==> src/rtl/mac_pkg.sv <==
// Shared definitions for the mac datapath stages.
package mac_pkg;

  // Default widths used across the mac datapath.
  localparam int unsigned MAC_DATA_WIDTH = 2;
  localparam int unsigned MAC_OUT_WIDTH  = 4;
  localparam int unsigned MAC_ACC_WIDTH  = 8;

  // Smallest term counter that can hold the largest legal VEC_LEN (255).
  localparam int unsigned MAC_CNT_MIN_WIDTH = 8;

  // Accumulate stage states: building a sum, or holding a finished result.
  typedef enum logic {
    StAccum = 1'b0,
    StHold  = 1'b1
  } acc_state_e;

endpackage

==> src/rtl/mac_acc_adder.sv <==
// Combinational unsigned adder with carry-out, shared by accumulate stages.
module mac_acc_adder #(
  parameter int unsigned W = 8
) (
  input  logic [W-1:0] a,
  input  logic [W-1:0] b,
  output logic [W-1:0] sum,
  output logic         carry
);

  // One extra bit captures the carry out of the top position.
  assign {carry, sum} = {1'b0, a} + {1'b0, b};

endmodule

==> src/rtl/mac_dot_accum.sv <==
// Accumulates VEC_LEN consecutive mac terms into one dot-product result,
// presented on a valid/ready port with backpressure to the producer.
module mac_dot_accum
  import mac_pkg::*;
#(
  parameter int unsigned OUT_WIDTH = MAC_OUT_WIDTH,
  parameter int unsigned VEC_LEN   = 4,
  parameter int unsigned ACC_WIDTH = MAC_ACC_WIDTH,
  parameter int unsigned CNT_WIDTH = MAC_CNT_MIN_WIDTH
) (
  input  logic                 clk,
  input  logic                 reset,
  input  logic                 clear,
  input  logic                 in_valid,
  output logic                 in_ready,
  input  logic [OUT_WIDTH-1:0] in_data,
  output logic                 out_valid,
  input  logic                 out_ready,
  output logic [ACC_WIDTH-1:0] out_sum,
  output logic                 out_ovf,
  output logic [CNT_WIDTH-1:0] term_cnt
);

  localparam logic [CNT_WIDTH-1:0] LastCnt = CNT_WIDTH'(VEC_LEN - 1);

  acc_state_e           state_q, state_d;
  logic [ACC_WIDTH-1:0] acc_q, acc_d;
  logic                 ovf_q, ovf_d;
  logic [CNT_WIDTH-1:0] cnt_q, cnt_d;
  logic [ACC_WIDTH-1:0] sum_q, sum_d;
  logic                 sum_ovf_q, sum_ovf_d;

  logic                 in_fire, out_fire;
  logic [ACC_WIDTH-1:0] addend, add_sum;
  logic                 add_carry;

  assign out_valid = (state_q == StHold);
  assign in_ready  = !out_valid | out_ready;
  assign in_fire   = in_valid & in_ready;
  assign out_fire  = out_valid & out_ready;

  // Gate the term so in_data never reaches the adder unless it is being accepted.
  assign addend = in_fire ? ACC_WIDTH'(in_data) : '0;

  mac_acc_adder #(
    .W(ACC_WIDTH)
  ) u_adder (
    .a    (acc_q),
    .b    (addend),
    .sum  (add_sum),
    .carry(add_carry)
  );

  // Next-state: release results, accumulate terms, close a vector on the last term.
  always_comb begin
    state_d   = state_q;
    acc_d     = acc_q;
    ovf_d     = ovf_q;
    cnt_d     = cnt_q;
    sum_d     = sum_q;
    sum_ovf_d = sum_ovf_q;

    if (clear) begin
      state_d = StAccum;
      acc_d   = '0;
      ovf_d   = 1'b0;
      cnt_d   = '0;
    end else begin
      unique case (state_q)
        StAccum: ;
        StHold:  if (out_fire) state_d = StAccum;
        default: state_d = StAccum;
      endcase

      // In HOLD a term is only accepted alongside the release, and acc is
      // already zero there, so the same path starts the next vector.
      if (in_fire) begin
        if (cnt_q == LastCnt) begin
          sum_d     = add_sum;
          sum_ovf_d = ovf_q | add_carry;
          state_d   = StHold;
          acc_d     = '0;
          ovf_d     = 1'b0;
          cnt_d     = '0;
        end else begin
          acc_d = add_sum;
          ovf_d = ovf_q | add_carry;
          cnt_d = cnt_q + CNT_WIDTH'(1);
        end
      end
    end
  end

  // State and datapath registers with synchronous reset.
  always_ff @(posedge clk) begin
    if (reset) begin
      state_q   <= StAccum;
      acc_q     <= '0;
      ovf_q     <= 1'b0;
      cnt_q     <= '0;
      sum_q     <= '0;
      sum_ovf_q <= 1'b0;
    end else begin
      state_q   <= state_d;
      acc_q     <= acc_d;
      ovf_q     <= ovf_d;
      cnt_q     <= cnt_d;
      sum_q     <= sum_d;
      sum_ovf_q <= sum_ovf_d;
    end
  end

  assign out_sum  = sum_q;
  assign out_ovf  = sum_ovf_q;
  assign term_cnt = cnt_q;

endmodule

==> config.mk <==
export PLATFORM = sky130hd
export DESIGN_NAME = mac_dot_accum
export DESIGN_NICKNAME = d
export VERILOG_FILES = /design/src/rtl/mac_pkg.sv /design/src/rtl/mac_acc_adder.sv /design/src/rtl/mac_dot_accum.sv
export SDC_FILE = /design/constraint.sdc
export NUM_CORES = 1
export LEC_CHECK = 0
export CORE_MARGIN = 2
export CORE_UTILIZATION = 47
export DETAILED_ROUTE_END_ITERATION = 10
export HOLD_SLACK_MARGIN = 0.08
export PLACE_DENSITY = 0.79
export REMOVE_ABC_BUFFERS = 1
export SLEW_MARGIN = 30
export SYNTH_ARGS = -nofsm -noshare
export SYNTH_HDL_FRONTEND = slang
export SYNTH_HIERARCHICAL = 1
export SYNTH_SLANG_ARGS = --single-unit
==> constraint.sdc <==
create_clock -name clk -period 2.95 [get_ports clk]
set_input_delay 0.4425 -clock clk [delete_from_list [all_inputs] [get_ports clk]]
set_output_delay 0.4425 -clock clk [all_outputs]
set_load 0.02 [all_outputs]
* After elaboration in Yosys (flattened, before gate mapping) *
Cells that the tools add are included.

word-level totals
  word-level logic and storage cells = 25
  register bits = 27

operators by class
  bitwise operators = 5
  equality and inequality tests = 1
  add/sub/neg operators = 2
  multiplexer cells = 8
  reduce and logical (&&, ||, !) cells = 3

operators with widths
  operator               count
  $mux W8                2
  $add A8 B4 Y9          1
  $add A8 B1 Y8 const B  1
  $eq A8 B2 Y1 const B   1
  $mux W1                5
  $mux W4                1
  $reduce_and A3 Y1      1
  $and A1 B1 Y1          2
  $or A1 B1 Y1           2
  $reduce_or A2 Y1       1
  $logic_not A1 Y1       1
  $not A1 Y1             1

* Logic depth before layout (Yosys ltp) *
Gate-level depths: netlist of the first run.

  word-level depth = 7
  depth in mapped cells = 11
  depth with buffers taken out = 10

* Cells and area by module *
The synthesis of the first run kept the hierarchy.

modules (own cells, without submodules)
  module         area an instance (um^2)  instances  cells each
  mac_dot_accum  1209.9                   1          143
  mac_acc_adder  324.1                    1          42

* Worst setup path before layout of the first run *
OpenSTA, ideal clock, no wires.

  kind = in2reg
  start point = input port out_ready
  end point = register sum_ovf_q (netlist: out_ovf)
  path buffers = 1
  arrival time = 2339 ps
  stages on the path = 11
  required time = 2818 ps
  setup slack = 479 ps
  setup time = 132 ps
  path through = nand2b_1 clkbuf_1 and3_1 ha_1 fa_1 a21oi_1 nor2_1 nor2_1 o21ai_0 nor2_1 a211oi_2

on the way
  cells in the longest elaborated chain, start to end = 5
  elaborated cells between the ends (all ways) = 6
  those cells by class = 1 x add/sub; 1 x mux; 3 x bitwise; 1 x reduce/logical

ends and longest elaborated chain
  what                    line                  RTL
  start: declaration      mac_dot_accum.sv:18   input logic out_ready,
  $or A1 B1 Y1            mac_dot_accum.sv:38   assign in_ready = !out_valid | out_ready;
  named net in_ready      mac_dot_accum.sv:15   output logic in_ready,
  $and A1 B1 Y1           mac_dot_accum.sv:39   assign in_fire = in_valid & in_ready;
  $mux W4                 mac_dot_accum.sv:43   assign addend = in_fire ? ACC_WIDTH'(in_data) : '0;
  named net addend[0]     mac_dot_accum.sv:34   logic [ACC_WIDTH-1:0] addend, add_sum;
  $add A8 B4 Y9           mac_acc_adder.sv:12   assign {carry, sum} = {1'b0, a} + {1'b0, b};
  named net add_carry     mac_dot_accum.sv:35   logic add_carry;
  $or A1 B1 Y1            mac_dot_accum.sv:80   sum_ovf_d = ovf_q | add_carry;
  end signal: assignment  mac_dot_accum.sv:109  sum_ovf_q <= sum_ovf_d;
  end: declaration        mac_dot_accum.sv:31   logic sum_ovf_q, sum_ovf_d;

The timed path passes the listed nets, and every way through them passes these cells.
A chain may end at the register's enable or synchronous reset.

* Final worst setup path of the first run *
  start point = input port out_ready
  end point = register ovf_q

on the way
  cells in the longest elaborated chain, start to end = 6

ends and longest elaborated chain
  what                    line                  RTL
  $or A1 B1 Y1            mac_dot_accum.sv:38
  $and A1 B1 Y1           mac_dot_accum.sv:39
  $mux W4                 mac_dot_accum.sv:43
  named net addend[0]     mac_dot_accum.sv:34
  $add A8 B4 Y9           mac_acc_adder.sv:12
  named net add_carry     mac_dot_accum.sv:35
  $or A1 B1 Y1            mac_dot_accum.sv:87   ovf_d = ovf_q | add_carry;
  $mux W1                 mac_dot_accum.sv:78   if (cnt_q == LastCnt) begin
  end signal: assignment  mac_dot_accum.sv:106  ovf_q <= ovf_d;
  end: declaration        mac_dot_accum.sv:28   logic ovf_q, ovf_d;

The timed path passes the listed nets, and every way through them passes these cells.

==> results of run 1 <==
## power groups by stage
stage | Sequential, mW | Clock [mW] | Combinational (mW)
after floorplan | 0.381 | 0 | 0.0604
after global placement | 0.381 | 0 | 0.0926
after detailed placement | 0.381 | 0 | 0.0960
after CTS | 0.374 | 0.170 | 0.0966
after global routing | 0.374 | 0.185 | 0.110
final | 0.373 | 0.165 | 0.0985
## layout make-up
cell class	count	area (um^2)	share of cell area
inverter	5	18.8	0.0101
timing repair buffer	30	293	0.157
tap	44	55.1	0.0295
clock buffer	3	22.5	0.0121
sequential	27	541	0.290
multi-input combinational	144	930	0.498
clock inverter	1	7.51	0.00402
## final timing paths
check                               start       end  slack [ns]
worst max register to register  out_valid     ovf_q        0.73
worst min register to register   acc_q[3]  acc_q[3]        0.47
worst max-delay path            out_ready     ovf_q        0.49
worst min-delay path             acc_q[3]  acc_q[3]        0.47
## cell usage after synthesis
cell type  count  area share
a21oi_1       27       0.088
dfxtp_1       27        0.35
nand2_1       18       0.044
nand4_1       12       0.049
nand3_1       11       0.036
ha_1           9       0.073
clkbuf_1       8       0.020
nor2_1         8       0.020
o31ai_1        7       0.034
and3_1         5       0.020
xnor2_1        4       0.023
xor2_1         4       0.023
a21o_1         3       0.015
buf_2          3      0.0098
inv_1          3      0.0073
nor3_1         3      0.0098
nor3b_1        3       0.015
o21ai_0        3      0.0098
a311o_1        2       0.013
and2_1         2      0.0082
nor2b_1        2      0.0082
or3_1          2      0.0082
a2111oi_0      1      0.0057
a211oi_2       1      0.0082
a221oi_1       1      0.0057
a31oi_1        1      0.0041
and3_2         1      0.0049
buf_6          1      0.0073
clkinv_1       1      0.0024
conb_1         1      0.0024
fa_1           1       0.013
inv_2          1      0.0024
mux2i_1        1      0.0065
nand2b_1       1      0.0041
nand3_2        1      0.0065
nand4b_1       1      0.0057
nor4_1         1      0.0041
nor4_4         1       0.014
o21bai_1       1      0.0049
o31ai_2        1      0.0082
or2_1          1      0.0041
## logic make-up after synthesis
group	Yosys count	synth area share
other	1	0.00244
adder cells (fa/ha/maj)	10	0.0865
flip-flops	27	0.352
XOR/XNOR	8	0.0457
buffers and inverters	17	0.0489
multiplexers	1	0.00653
AND/OR/NAND/NOR	73	0.261
AO/OA/AOI/OAI	48	0.197
## registers in the layout, indices dropped and copies added (netlist names)
register and cells:
out_sum 8, ovf_q 1, acc_q 8, out_ovf 1, out_valid 1, term_cnt 8
## critical path: cells and delay by family
family | cells | cell delay (ns)
AOI/OAI and AO/OA | 3 | 0.54
adders and majority gates | 2 | 0.61
buffers and inverters | 1 | 0.40
and+or+nand+nor | 5 | 0.69
## routing by layer
metal | wire (um) | up-vias | GRT usage
met1 | 1680 | 704 | 0.286
met5 | 0 | - | 0
met4 | 19 | 0 | 0.0683
li1 | - | 727 | -
met2 | 1810 | 27 | 0.368
met3 | 106 | 2 | 0.0231
==> results.py, run 1 <==
metrics = {
    "cts": {
        "clockBufferDepth": 2,
        "clk_pin_slew_ns": 0.16,
        "cts_tree": "built",
        "cts_setup_buffers": 0,
        "clk_latency_ns": 0.33,
        "htree_levels": 1,
        "cts_buffers": 3,
        "cts_repair_resize_count": 0,
        "postCtsHoldBufs": 0,
        "cts_root_buf": "clkbuf_4",
        "clkSinkCount": 27,
    },
    "power_and_ir_drop": {
        "power_density_nw_per_um2": 341,
        "leakage_nw": 0.687,
        "combPwrFrac": 0.155,
        "peakVddDrop_mv": 0.220,
        "internal-power_uw": 462,
        "p_sw_frac": 0.275,
        "p_sw_uw": 175,
        "p_seq_frac": 0.586,
        "power.total_uw": 637,
        "pwr-share-clk": 0.259,
    },
    "setup_path": {
        "cp_slowest_stage_delay_ns": 0.41,
        "cp.arrival_ns": 2.68,
        "worstSetupPathType": "input pin to register",
        "cp_cell_sequence": "clkdlybuf4s50_1 > nand2b_1 > and3_1 > ha_1 > fa_1 > a21oi_1 > nor2_1 > nor2_1 > o21ai_0 > a21oi_1 > nor3b_1",
        "cp-end-kind": "register",
        "worstPathRequired_ns": 3.17,
        "cp_slowest_cell": "fa_1",
        "critPathMaxFanout": 5,
        "crit_path_start_kind": "input pin",
        "rr_worst_depth": 10,
    },
    "sta": {
        "drv_slew": 0,
        "final.period_utilization": 0.835,
        "hold_viol_final": 0,
        "hold_ws_ns": 0.472,
        "setup_violations": 0,
        "slew_headroom": 0.520,
        "setup_slack_ns": 0.486,
        "fin_crit_ns": 2.46,
        "worst_slew_pin_slew_ns": 0.719,
        "setup-tns-final_ns": 0,
        "max_freq_ghz": 0.406,
        "fin_worst_skew_ns": 0.0126,
        "grt_setup_unrepaired": "no",
    },
    "global_route": {
        "grt_pass1_vias": 1385,
        "grt_max_degree": 22,
        "gr-total-overflow": 0,
        "grt_first_pass_wirelength_um": 6150,
        "antenna_found_initial": 0,
        "grt_usage": 0.216,
    },
    "logic_synthesis": {
        "syn_area_um2": 1530,
        "ys_warn_count": 6,
        "synthDistinctLibCells": 41,
        "syn_inst": 185,
        "avgSynthCellArea_um2": 8.29,
        "synth-seq-cells": 27,
        "ys_seq_area_frac": 0.352,
    },
    "route": {
        "first_iter_violations": 50,
        "vias_per_cell": 5.75,
        "vias": 1460,
        "drc_errors": 0,
        "drt_pass1_iterations": 4,
        "drt-total-wl_um": 3610,
        "ant_nets": 0,
        "routedWlPerCell_um": 14.2,
    },
    "flow_run": {
        "drv_cap": 0,
    },
    "floorplanning": {
        "die_w_um": 61.1,
        "core_area_um2": 3080,
        "die_y_um": 61.1,
        "die_area_um2": 3740,
        "initial_utilization": 0.498,
        "ios": 28,
        "rows": 20,
    },
    "final_layout": {
        "fin_nets": 230,
        "utilization": 0.607,
        "final_cell_area_um2": 1870,
        "drive_gt1_frac": 0.0619,
        "final_cell_mix": "27 x a21oi_1, 27 x dfxtp_1, 27 x clkdlybuf4s50_1",
        "fin_cells": 254,
        "num-fill-cells": 286,
        "areaGrowthSynthToFinish_pct": 21.7,
        "diodes": 0,
    },
    "place": {
        "placed_cell_area_um2": 1840,
        "dpl.cell_count": 250,
        "buffer_ports.inserted": 27,
        "gp_congestion": 0.832,
        "place_ws_ns": 0.129,
        "dpl.hpwl_um": 2750,
    },
    "worst_hold_path": {
        "hp-class": "register to register",
        "min_delay_path_depth": 2,
    },
    "run_status": {
        "status": "complete, no violations",
    },
}
Note: power is estimated with default switching activity, not from simulation.
==> run 2: changes to the inputs <==
--- a/config.mk
+++ b/config.mk
@@ -9,7 +9,7 @@
 export CORE_UTILIZATION = 47
 export DETAILED_ROUTE_END_ITERATION = 10
 export HOLD_SLACK_MARGIN = 0.08
-export PLACE_DENSITY = 0.79
+export PLACE_DENSITY = 0.82
 export REMOVE_ABC_BUFFERS = 1
 export SLEW_MARGIN = 30
 export SYNTH_ARGS = -nofsm -noshare
==> constraint.sdc (replaced) <==
create_clock -name clk -period 2.1 [get_ports clk]
set_input_delay 0.315 -clock clk [delete_from_list [all_inputs] [get_ports clk]]
set_output_delay 0.315 -clock clk [all_outputs]
set_load 0.02 [all_outputs]
==> results.py, run 2 (synthesis gave the netlist of run 1 again) <==
metrics = {
    "final_layout": {
        "final_cell_mix": "26 x dfxtp_1, 25 x clkdlybuf4s50_1, 22 x a21oi_1",
        "areaGrowthSynthToFinish_pct": 36.8,
        "fin_cells": 265,
        "drive_gt1_frac": 0.199,
        "diodes": 0,
        "final_cell_area_um2": 2100,
        "final_common_cell": "dfxtp_1",
        "fin_nets": 241,
    },
    "setup_path": {
        "worstPathRequired_ns": 2.41,
        "path_depth": 10,
        "crit_family": "simple AND/OR/NAND/NOR gates",
        "critical_path_buf_inv_count": 0,
        "cp.arrival_ns": 2.29,
        "cp_slowest_cell": "dfxtp_2",
        "cp-end-kind": "register",
        "worstSetupPathType": "register to register",
        "rr_worst_depth": 10,
        "startpoint": "out_valid",
        "critPathMaxFanout": 4,
        "cp_cell_sequence": "nand2b_4 > and3_4 > ha_4 > fa_2 > a21oi_2 > nor2_1 > nor2_2 > xnor2_2 > nand4_1 > a21oi_1",
        "cp_slowest_stage_delay_ns": 0.38,
        "crit_path_start_kind": "register",
        "r2r_start": "out_valid",
    },
    "cts": {
        "clockBufferDepth": 2,
        "cts_root_buf": "clkbuf_4",
        "clkSinkCount": 27,
        "cts_buffers": 3,
        "clk_pin_slew_ns": 0.17,
        "clk_latency_ns": 0.36,
        "htree_levels": 1,
        "cts_tree": "built",
    },
    "global_route": {
        "antenna_found_initial": 0,
        "grt_first_pass_wirelength_um": 6200,
        "grt_max_degree": 23,
        "gr-total-overflow": 0,
        "grt_usage": 0.219,
        "grt_pass1_vias": 1456,
    },
    "power_and_ir_drop": {
        "p_sw_frac": 0.290,
        "pwr-share-clk": 0.264,
        "leakage_nw": 0.787,
        "peakVddDrop_mv": 0.297,
        "p_seq_frac": 0.549,
        "internal-power_uw": 679,
        "combPwrFrac": 0.186,
        "power_density_nw_per_um2": 456,
        "p_sw_uw": 277,
    },
    "route": {
        "first_iter_violations": 76,
        "ant_nets": 0,
        "routedWlPerCell_um": 14.5,
        "vias": 1517,
        "routed.top_layer": "met4",
        "wl_met1_um": 1760,
        "vias_per_cell": 5.72,
        "wl_met3_um": 103,
        "met2_wirelength_um": 1900,
        "drt-total-wl_um": 3840,
        "drc_errors": 0,
        "drt_pass1_iterations": 4,
    },
    "sta": {
        "drv_slew": 0,
        "slew_headroom": 0.584,
        "fin_worst_skew_ns": 0.0193,
        "hold_viol_final": 0,
        "worst_slew_pin_slew_ns": 0.623,
        "max_freq_ghz": 0.504,
        "final.period_utilization": 0.945,
        "fin_crit_ns": 1.98,
        "grt_setup_unrepaired": "no",
        "setup_violations": 0,
    },
    "place": {
        "gp_congestion": 0.811,
        "placed_cell_area_um2": 1910,
        "dpl.cell_count": 258,
        "dpl.hpwl_um": 2730,
        "buffer_ports.inserted": 27,
    },
    "floorplanning": {
        "die_area_um2": 3740,
        "die_y_um": 61.1,
        "ios": 28,
        "core_area_um2": 3080,
        "die_w_um": 61.1,
        "initial_utilization": 0.498,
        "rows": 20,
    },
    "run_status": {
        "status": "complete, no violations",
    },
    "worst_hold_path": {
        "min_delay_path_depth": 4,
        "min-delay-start": "out_ready",
        "hp-class": "input pin to register",
    },
    "flow_run": {
        "drv_cap": 0,
    },
}
## run 2: changes by cell type in the layout (fill, tap and decap cells not counted), sizes merged
cell,previous run,this run
buf,3,14
clkdlybuf4s50,27,25
dlymetal6s2s,0,2
clkinvlp,1,0
inv,4,5
## run 2: metal layers
| metal | vias up | track usage |
|---|---|---|
| li1 | 746 | - |
| met1 | 735 | 0.269 |
| met2 | 27 | 0.389 |
| met3 | 9 | 0.0231 |
| met4 | 0 | 0.0870 |
| met5 | - | 0 |
## run 2: worst paths after layout
| kind | endpoint | slack (ns) |
|---|---|---|
| max | out_sum[6] | 0.12 |
| min | out_valid | 0.40 |
| max reg2reg | out_sum[6] | 0.12 |
| min reg2reg | acc_q[4] | 0.47 |
## run 2: worst min-delay path, stage by stage
cell	delay [ns]
dlymetal6s2s_1	0.08
nand2b_4	0.14
buf_6	0.12
a21oi_1	0.05
## run 2: timing repair
action | CTS | global route
gates resized for setup | 9 | 19
hold buffers | 0 | 0
pin swaps | 6 | 12
endpoints found under the setup margin | 10 | 10
buffers inserted | 0 | 3
## run 2: power by group through the flow
| stage | registers, mW | clock network, mW | logic [mW] |
|---|---|---|---|
| after floorplan | 0.536 | 0 | 0.0848 |
| after global placement | 0.535 | 0 | 0.146 |
| after detailed placement | 0.535 | 0 | 0.151 |
| after CTS | 0.524 | 0.253 | 0.156 |
| after global routing | 0.526 | 0.275 | 0.194 |
| final | 0.525 | 0.253 | 0.178 |
## run 2: cell type report
class	instances	area [um^2]
clock buffers	3	22.5
clock inverters	1	8.76
fillers	256	980
inverters	5	18.8
multi-input cells	144	1050
flip-flops and latches	27	542
well taps	44	55.1
repair buffers	41	397
## run 2: through the flow
| stage | TNS, ns | util | hold WS [ns] | total power [mW] | setup WS [ns] |
|---|---|---|---|---|---|
| 6_report | 0 | 0.682 | 0.396 | 0.956 | 0.115 |
| 5_1_grt | 0 | 0.682 | 0.417 | 0.996 | 0.0115 |
| 4_1_cts | -0.0205 | 0.640 | 0.475 | 0.934 | -0.0126 |
| 3_5_place_dp | -5.74 | 0.620 | 0.456 | 0.686 | -0.579 |
| 3_3_place_gp | -5.06 | 0.620 | 0.448 | 0.681 | -0.450 |
| 2_1_floorplan | -2.05 | - | 0.380 | 0.621 | -0.293 |
==> run 3: changes to the inputs <==
--- a/config.mk
+++ b/config.mk
@@ -8,8 +8,9 @@
 export CORE_MARGIN = 2
 export CORE_UTILIZATION = 47
 export DETAILED_ROUTE_END_ITERATION = 10
+export DONT_BUFFER_PORTS = 1
 export HOLD_SLACK_MARGIN = 0.08
-export PLACE_DENSITY = 0.82
+export PLACE_DENSITY = 0.7
 export REMOVE_ABC_BUFFERS = 1
 export SLEW_MARGIN = 30
 export SYNTH_ARGS = -nofsm -noshare
==> results.py, run 3 (synthesis gave the netlist of run 1 again) <==
metrics = {
    "flow_run": {
        "drv_cap": 0,
    },
    "final_layout": {
        "drive_gt1_frac": 0.168,
        "final_common_cell": "dfxtp_1",
        "final_cell_mix": "26 x dfxtp_1, 23 x a21oi_1, 18 x nand2_1",
        "final_cell_area_um2": 1710,
        "utilization": 0.557,
        "areaGrowthSynthToFinish_pct": 11.7,
        "diodes": 0,
        "num-fill-cells": 295,
        "fin_nets": 211,
    },
    "place": {
        "place_ws_ns": -0.0794,
        "placed_cell_area_um2": 1620,
        "dpl.hpwl_um": 2660,
        "gp_congestion": 0.837,
        "buffer_ports.inserted": 0,
    },
    "cts": {
        "clockBufferDepth": 2,
        "clk_pin_slew_ns": 0.16,
        "cts_setup_buffers": 0,
        "cts_buffers": 3,
        "clk_latency_ns": 0.35,
        "cts_tree": "built",
        "clkSinkCount": 27,
        "cts_root_buf": "clkbuf_4",
        "htree_levels": 1,
    },
    "route": {
        "vias_per_cell": 5.94,
        "drt_pass1_iterations": 4,
        "ant_nets": 0,
        "drc_errors": 0,
        "drt-total-wl_um": 3890,
        "vias": 1395,
        "first_iter_violations": 63,
        "routedWlPerCell_um": 16.6,
    },
    "power_and_ir_drop": {
        "peakVddDrop_mv": 0.334,
        "power_density_nw_per_um2": 527,
        "leakage_nw": 0.642,
        "internal-power_uw": 644,
        "p_sw_frac": 0.287,
        "pwr-share-clk": 0.268,
        "combPwrFrac": 0.149,
        "p_seq_frac": 0.583,
        "p_sw_uw": 259,
    },
    "setup_path": {
        "critical_path.most_common_cell": "a21oi_2",
        "cp_cell_sequence": "nand2b_4 > and3_1 > ha_2 > fa_2 > a21oi_2 > nor2_1 > nor2_2 > xnor2_2 > nand3_1 > a21oi_2",
        "cp_slowest_stage_delay_ns": 0.38,
        "cp_slowest_cell": "dfxtp_2",
        "cp-end-kind": "register",
        "worstPathRequired_ns": 2.40,
        "crit_path_start_kind": "register",
        "worstSetupPathType": "register to register",
        "rrSetupSlack_ns": 0.11,
        "critPathMaxFanout": 5,
        "cp.arrival_ns": 2.29,
    },
    "floorplanning": {
        "die_y_um": 61.1,
        "rows": 20,
        "die_w_um": 61.1,
        "initial_utilization": 0.498,
        "die_area_um2": 3740,
        "core_area_um2": 3080,
        "ios": 28,
    },
    "global_route": {
        "grt_max_degree": 23,
        "grt_first_pass_wirelength_um": 5950,
        "gr-total-overflow": 0,
        "antenna_found_initial": 0,
        "grt_usage": 0.215,
        "grt_pass1_vias": 1284,
    },
    "sta": {
        "fin_worst_skew_ns": 0.0177,
        "setup-tns-final_ns": 0,
        "max_freq_ghz": 0.502,
        "final.period_utilization": 0.948,
        "setup_slack_ns": 0.108,
        "hold_viol_final": 0,
        "setup_violations": 0,
        "slew_headroom": 0.590,
        "hold_ws_ns": 0.146,
        "worst_slew_pin_slew_ns": 0.615,
        "fin_crit_ns": 1.99,
        "drv_slew": 0,
    },
    "worst_hold_path": {
        "hp-class": "input pin to register",
    },
    "run_status": {
        "status": "complete, no violations",
    },
}
[run 3: layer usage]
metal	vias up	global-route usage	share of wire
met5	-	0	0
met4	0	0.0839	0.013
met3	5	0.0525	0.063
met2	43	0.321	0.48
met1	664	0.299	0.45
li1	683	-	-
[run 3: cell type report]
type                       count  area (um^2)  area share
clock buffer                   3         22.5      0.0131
clock inverter                 1         5.00     0.00292
inverter                       5         18.8      0.0110
multi-input combinational    144          985       0.575
sequential                    27          542       0.316
tap                           44         55.1      0.0321
timing repair buffer          11         85.1      0.0497
[run 3: through the flow]
stage	instances	power, mW
after detailed placement	230	0.652
after CTS	235	0.887
after global routing	235	0.929
final	235	0.902
after global placement	230	0.647
after floorplan	176	0.621
[run 3: path summary, 6_finish.rpt]
| path | startpoint | end | cells past startpoint |
|---|---|---|---|
| setup / recovery | out_valid | acc_q[6] | 10 |
| hold / removal | clear | out_sum[6] | 2 |
| setup reg to reg | out_valid | acc_q[6] | 10 |
| hold reg to reg | acc_q[3] | acc_q[3] | 2 |
[run 3: critical path: cells and delay by family (launching register included)]
kind                     cells  cell delay, ns
AND/OR/NAND/NOR              5            0.58
flip-flops                   1            0.38
adder cells (fa/ha/maj)      2            0.55
XOR/XNOR                     1            0.14
AO/OA/AOI/OAI                2            0.30
[run 3: repair_timing]
item,4_1_cts,5_1_grt
gates resized for setup,3,10
pin swaps,2,5
hold buffers,1,0
hold endpoints to repair,9,0
setup endpoints to repair,1,11
[run 3: power by group through the flow]
| stage | sequential, mW | clock, mW | combinational, mW |
|---|---|---|---|
| 3_3_place_gp | 0.537 | 0 | 0.111 |
| 6_report | 0.526 | 0.242 | 0.134 |
| 5_1_grt | 0.527 | 0.256 | 0.146 |
| 2_1_floorplan | 0.536 | 0 | 0.0848 |
| 3_5_place_dp | 0.537 | 0 | 0.115 |
| 4_1_cts | 0.526 | 0.240 | 0.121 |
==> edit 1: new RTL, config.mk and constraints of run 1 <==
Make the reset (`reset`) asynchronous in one clocked block. Comments in the files are not updated.
--- a/src/rtl/mac_dot_accum.sv
+++ b/src/rtl/mac_dot_accum.sv
@@ -92,7 +92,7 @@
   end
 
   // State and datapath registers with synchronous reset.
-  always_ff @(posedge clk) begin
+  always_ff @(posedge clk or posedge reset) begin
     if (reset) begin
       state_q   <= StAccum;
       acc_q     <= '0;
Check against the original RTL: differs if reset is asserted again (counterexample within 4 cycles, from zero or initial values and one cycle with reset high); with reset held inactive, the same outputs for 10 cycles.
==> edit 1 against run 1 <==
  * Critical path depth unchanged
  * Clock skew down 0.0053 ns
  * Hold slack lost 0.0047 ns
  * Design area increased by 1.2%
  * Area after synthesis down 0.65%
  * Non-clock buffer count increased by 1
  * Sequential share of layout area rose by 6.8 points
  * Sequential cell count unchanged
  * Setup slack better by 0.051 ns
  * Wire length down 13%
  * Critical endpoint is now out_ovf
Power is not compared: it rests on default switching activity, and its combinational part moved more than twofold at a synthesized area within 25%.
==> edit 1: results <==
set metrics [dict create \
    met1_length_mm 1.506 \
    synth_xor_area_share_pct 3.448 \
    place_ws_ns 0.1740 \
    grt_usage_pct 19.18 \
    multi_input_cells 101 \
    use_met1_pct 27.70 \
    vias 1170 \
    ys_top_cells_by_area "dfrtp_1 44%, ha_1 7.4%, a22o_1 6.9%, mux2_2 6.7%, a21oi_1 2.6%" \
    async_flop_share_pct 100.0 \
    fin_cells 213 \
    final_area_um2 1889 \
    synth-seq-area-share_pct 44.33 \
    place_congestion 0.7346 \
    arrival_ns 2.62 \
    met2_usage_pct 29.49 \
    multi_input_area_um2 809.5 \
    hold_class "input port to asynchronous set/reset pin" \
    grt_max_degree 28 \
    use_met3_pct 3.198 \
    status "finished clean" \
    synth_compound_area_share_pct 16.50 \
    grt_pass1_wl_mm 5.250 \
    nNetsFinal 189 \
    wl_met3_um 142 \
    routed_wl_mm 3.130 \
    synth.distinct_cells 43 \
    n_fill_cell 260 \
    synth.area.mux_share_pct 7.964 \
    seq_share_pct 35.76 \
    drive_gt1_share_pct 11.24 \
    clock_area_share_pct 1.391 \
    clkbuf_count 4 \
    yosys.area_share.adder_pct 8.703 \
    dr_wl_met2_mm 1.451 \
    num-nonclk-buffers 31 \
    inverters 6 \
    synthCells 136 \
    h-tree-depth 1 \
    syn_area_per_cell_um2 11.21 \
    hpwlAfterDp_mm 2.324 \
    layout.nonclk_buf_share_pct 15.89 \
    synth_common_cells "27 x dfrtp_1, 12 x a22o_1, 9 x ha_1, 9 x mux2_2, 8 x a21oi_1" \
    dp_cells 209 \
]
[edit 1: cell count changes in the layout (fill, tap and decap cells not counted), moves of 9 or more]
cell	change
dfxtp_1	-27
mux2_2	+9
a22o_1	+12
nand2_1	-13
nand4_1	-11
a21oi_1	-19
dfrtp_1	+27
[edit 1: worst paths after layout]
kind / startpoint / endpoint / slack, ns / cells after the start
worst max-delay path: out_ready / out_ovf / 0.54 / 11
worst min-delay path: reset / ovf_q / 0.47 / 3
worst max register to register: term_cnt[0] / out_sum[1] / 0.55 / 5
worst min register to register: out_sum[3] / out_sum[3] / 0.52 / 1
max in group asynchronous: reset / out_sum[2] / 2.23 / 3
min in group clk: out_sum[3] / out_sum[3] / 0.52 / 1
[edit 1: report_power, final]
group | total [mW] | switching [mW] | internal (mW) | leakage, nW
Combinational | 0.263 | 0.133 | 0.129 | 0.513
Clock | 0.164 | 0.111 | 0.0530 | 0.0150
Sequential | 0.432 | 0.0229 | 0.409 | 0.364
==> edit 2: new RTL, settings of run 1 <==
Without the edit above. `MAC_CNT_MIN_WIDTH`: 8 -> 6.
--- a/src/rtl/mac_pkg.sv
+++ b/src/rtl/mac_pkg.sv
@@ -7,7 +7,7 @@
   localparam int unsigned MAC_ACC_WIDTH  = 8;
 
   // Smallest term counter that can hold the largest legal VEC_LEN (255).
-  localparam int unsigned MAC_CNT_MIN_WIDTH = 8;
+  localparam int unsigned MAC_CNT_MIN_WIDTH = 6;
 
   // Accumulate stage states: building a sum, or holding a finished result.
   typedef enum logic {
Interface: changed (resized term_cnt); port bits go from 28 to 26. The function was not compared with the original's and may differ.
==> edit 2 against run 1 <==
  * Design area shrank 6.5%
  * Total power shrank 5.8%
  * Setup slack lost 0.15 ns
  * Maximum frequency shrank 5.6%
  * Clock skew shrank 0.012 ns
  * Wire length shrank 2.7%
  * Die area shrank 6.6%
  * Critical path depth is the same
  * Sequential cell count shrank 2
  * Area after synthesis shrank 7.0%
  * Clock power shrank 5%
  * Hold slack gained 0.030 ns
  * Sequential share of layout area shrank 0.28 points
  * Largest power group unchanged
==> edit 2: results <==
set metrics [dict create \
    status "finished clean" \
    n_fill_cell 268 \
    via_per_inst 6.000 \
    place_congestion 0.8331 \
    finalCritPeriodShare_pct 88.50 \
    grt_pass1_wl_mm 6.085 \
    clk_pin_slew_ns 0.14 \
    synth-seq-area-share_pct 35.09 \
    arrival_ns 2.82 \
    dp_cells 227 \
    finalClockSkew_ns 0.0006221 \
    critPathMaxFanout 11 \
    grt_pass1_vias 1326 \
    initialDrtViolationCount 70 \
    drive_gt1_share_pct 7.000 \
    leakage_nw 0.6788 \
    synth_common_cells "25 x dfxtp_1, 20 x a21oi_1, 14 x nor2_1" \
    nNetsFinal 220 \
    routed_wl_mm 3.509 \
    grt_max_degree 17 \
    setup_viol 0 \
    hpwlAfterDp_mm 2.631 \
    ys_top_cells_by_area "dfxtp_1 35%, ha_1 7.9%, a21oi_1 7.0%, nand3_1 4.6%, a21boi_0 4.2%" \
    syn_area_per_cell_um2 8.245 \
    port_buffers 25 \
    reg2reg_setup_slack_ns 0.53 \
    grt_usage_pct 22.33 \
    min_from "out_sum[7]" \
]
[edit 2: changes by cell type after synthesis, moves of 3 or more]
cell | run 1 | this run
nand4_1 | 12 | 1
a21boi_0 | 0 | 8
nand2_1 | 18 | 10
a21oi_1 | 27 | 20
a31oi_1 | 1 | 8
o31ai_1 | 7 | 0
nor2_1 | 8 | 14
o21ai_0 | 3 | 9
nor3b_1 | 3 | 0
[edit 2: area by class of cell]
class / instances / area share (%)
multi-input combinational: 136 / 50.18
sequential: 25 / 28.67
clock inverter: 1 / 0.2867
inverter: 6 / 1.290
tap: 31 / 2.222
timing repair buffer: 29 / 16.06
clock buffer: 3 / 1.290
[edit 2: cell families (layout without fill, tap and decap cells)]
family	count (synthesis)	count (layout)	synth area share (%)
AO/OA/AOI/OAI	56	56	24.47
XOR/XNOR	5	5	3.071
adder cells (fa/ha/maj)	10	10	9.298
buffers and inverters	15	39	4.298
flip-flops	25	25	35.09
multiplexers	2	2	1.404
other	1	4	0.2629
AND/OR/NAND/NOR	59	59	22.11
[edit 2: worst max-delay path: stages]
cell,delay [ns]
clkdlybuf4s50_1,0.41
nand2b_1,0.18
buf_4,0.18
and3_1,0.22
fa_1,0.43
a21oi_1,0.22
nor2_1,0.06
nor2_1,0.13
o21ai_0,0.15
nor4_1,0.34
nor3_2,0.06
[edit 2: final timing paths]
check / end / cells past startpoint
worst max register to register: out_ovf / 10
worst max-delay path: out_ovf / 11
worst min-delay path: out_sum[7] / 2
worst min register to register: out_sum[7] / 2
[edit 2: metal layers]
metal	routed length, um	GRT usage [%]
met5	0	0
met4	19	4.870
met3	182	2.620
met2	1666	36.03
met1	1641	32.11
[edit 2: through the flow]
stage          worst slack, ns  cell area (um2)  util, %  hold slack, ns  power (mW)
2_1_floorplan           0.2175             1399        -          0.4767      0.4132
3_3_place_gp           0.07975             1718    60.73          0.4654      0.4466
3_5_place_dp          0.005825             1718    60.73          0.4745      0.4496
4_1_cts                 0.3522             1745    61.70          0.5033      0.6052
5_1_grt                 0.1821             1745    61.70          0.5158      0.6316
6_report                0.3394             1745    61.70          0.5015      0.6000
[edit 2: where the power goes]
| part | leakage, nW | total, mW | switching (mW) | internal, mW |
|---|---|---|---|---|
| Sequential | 0.202 | 0.346 | 0.00330 | 0.343 |
| Combinational | 0.459 | 0.0977 | 0.0559 | 0.0418 |
| Clock | 0.0177 | 0.156 | 0.106 | 0.0507 |
| Total | 0.679 | 0.600 | 0.165 | 0.435 |
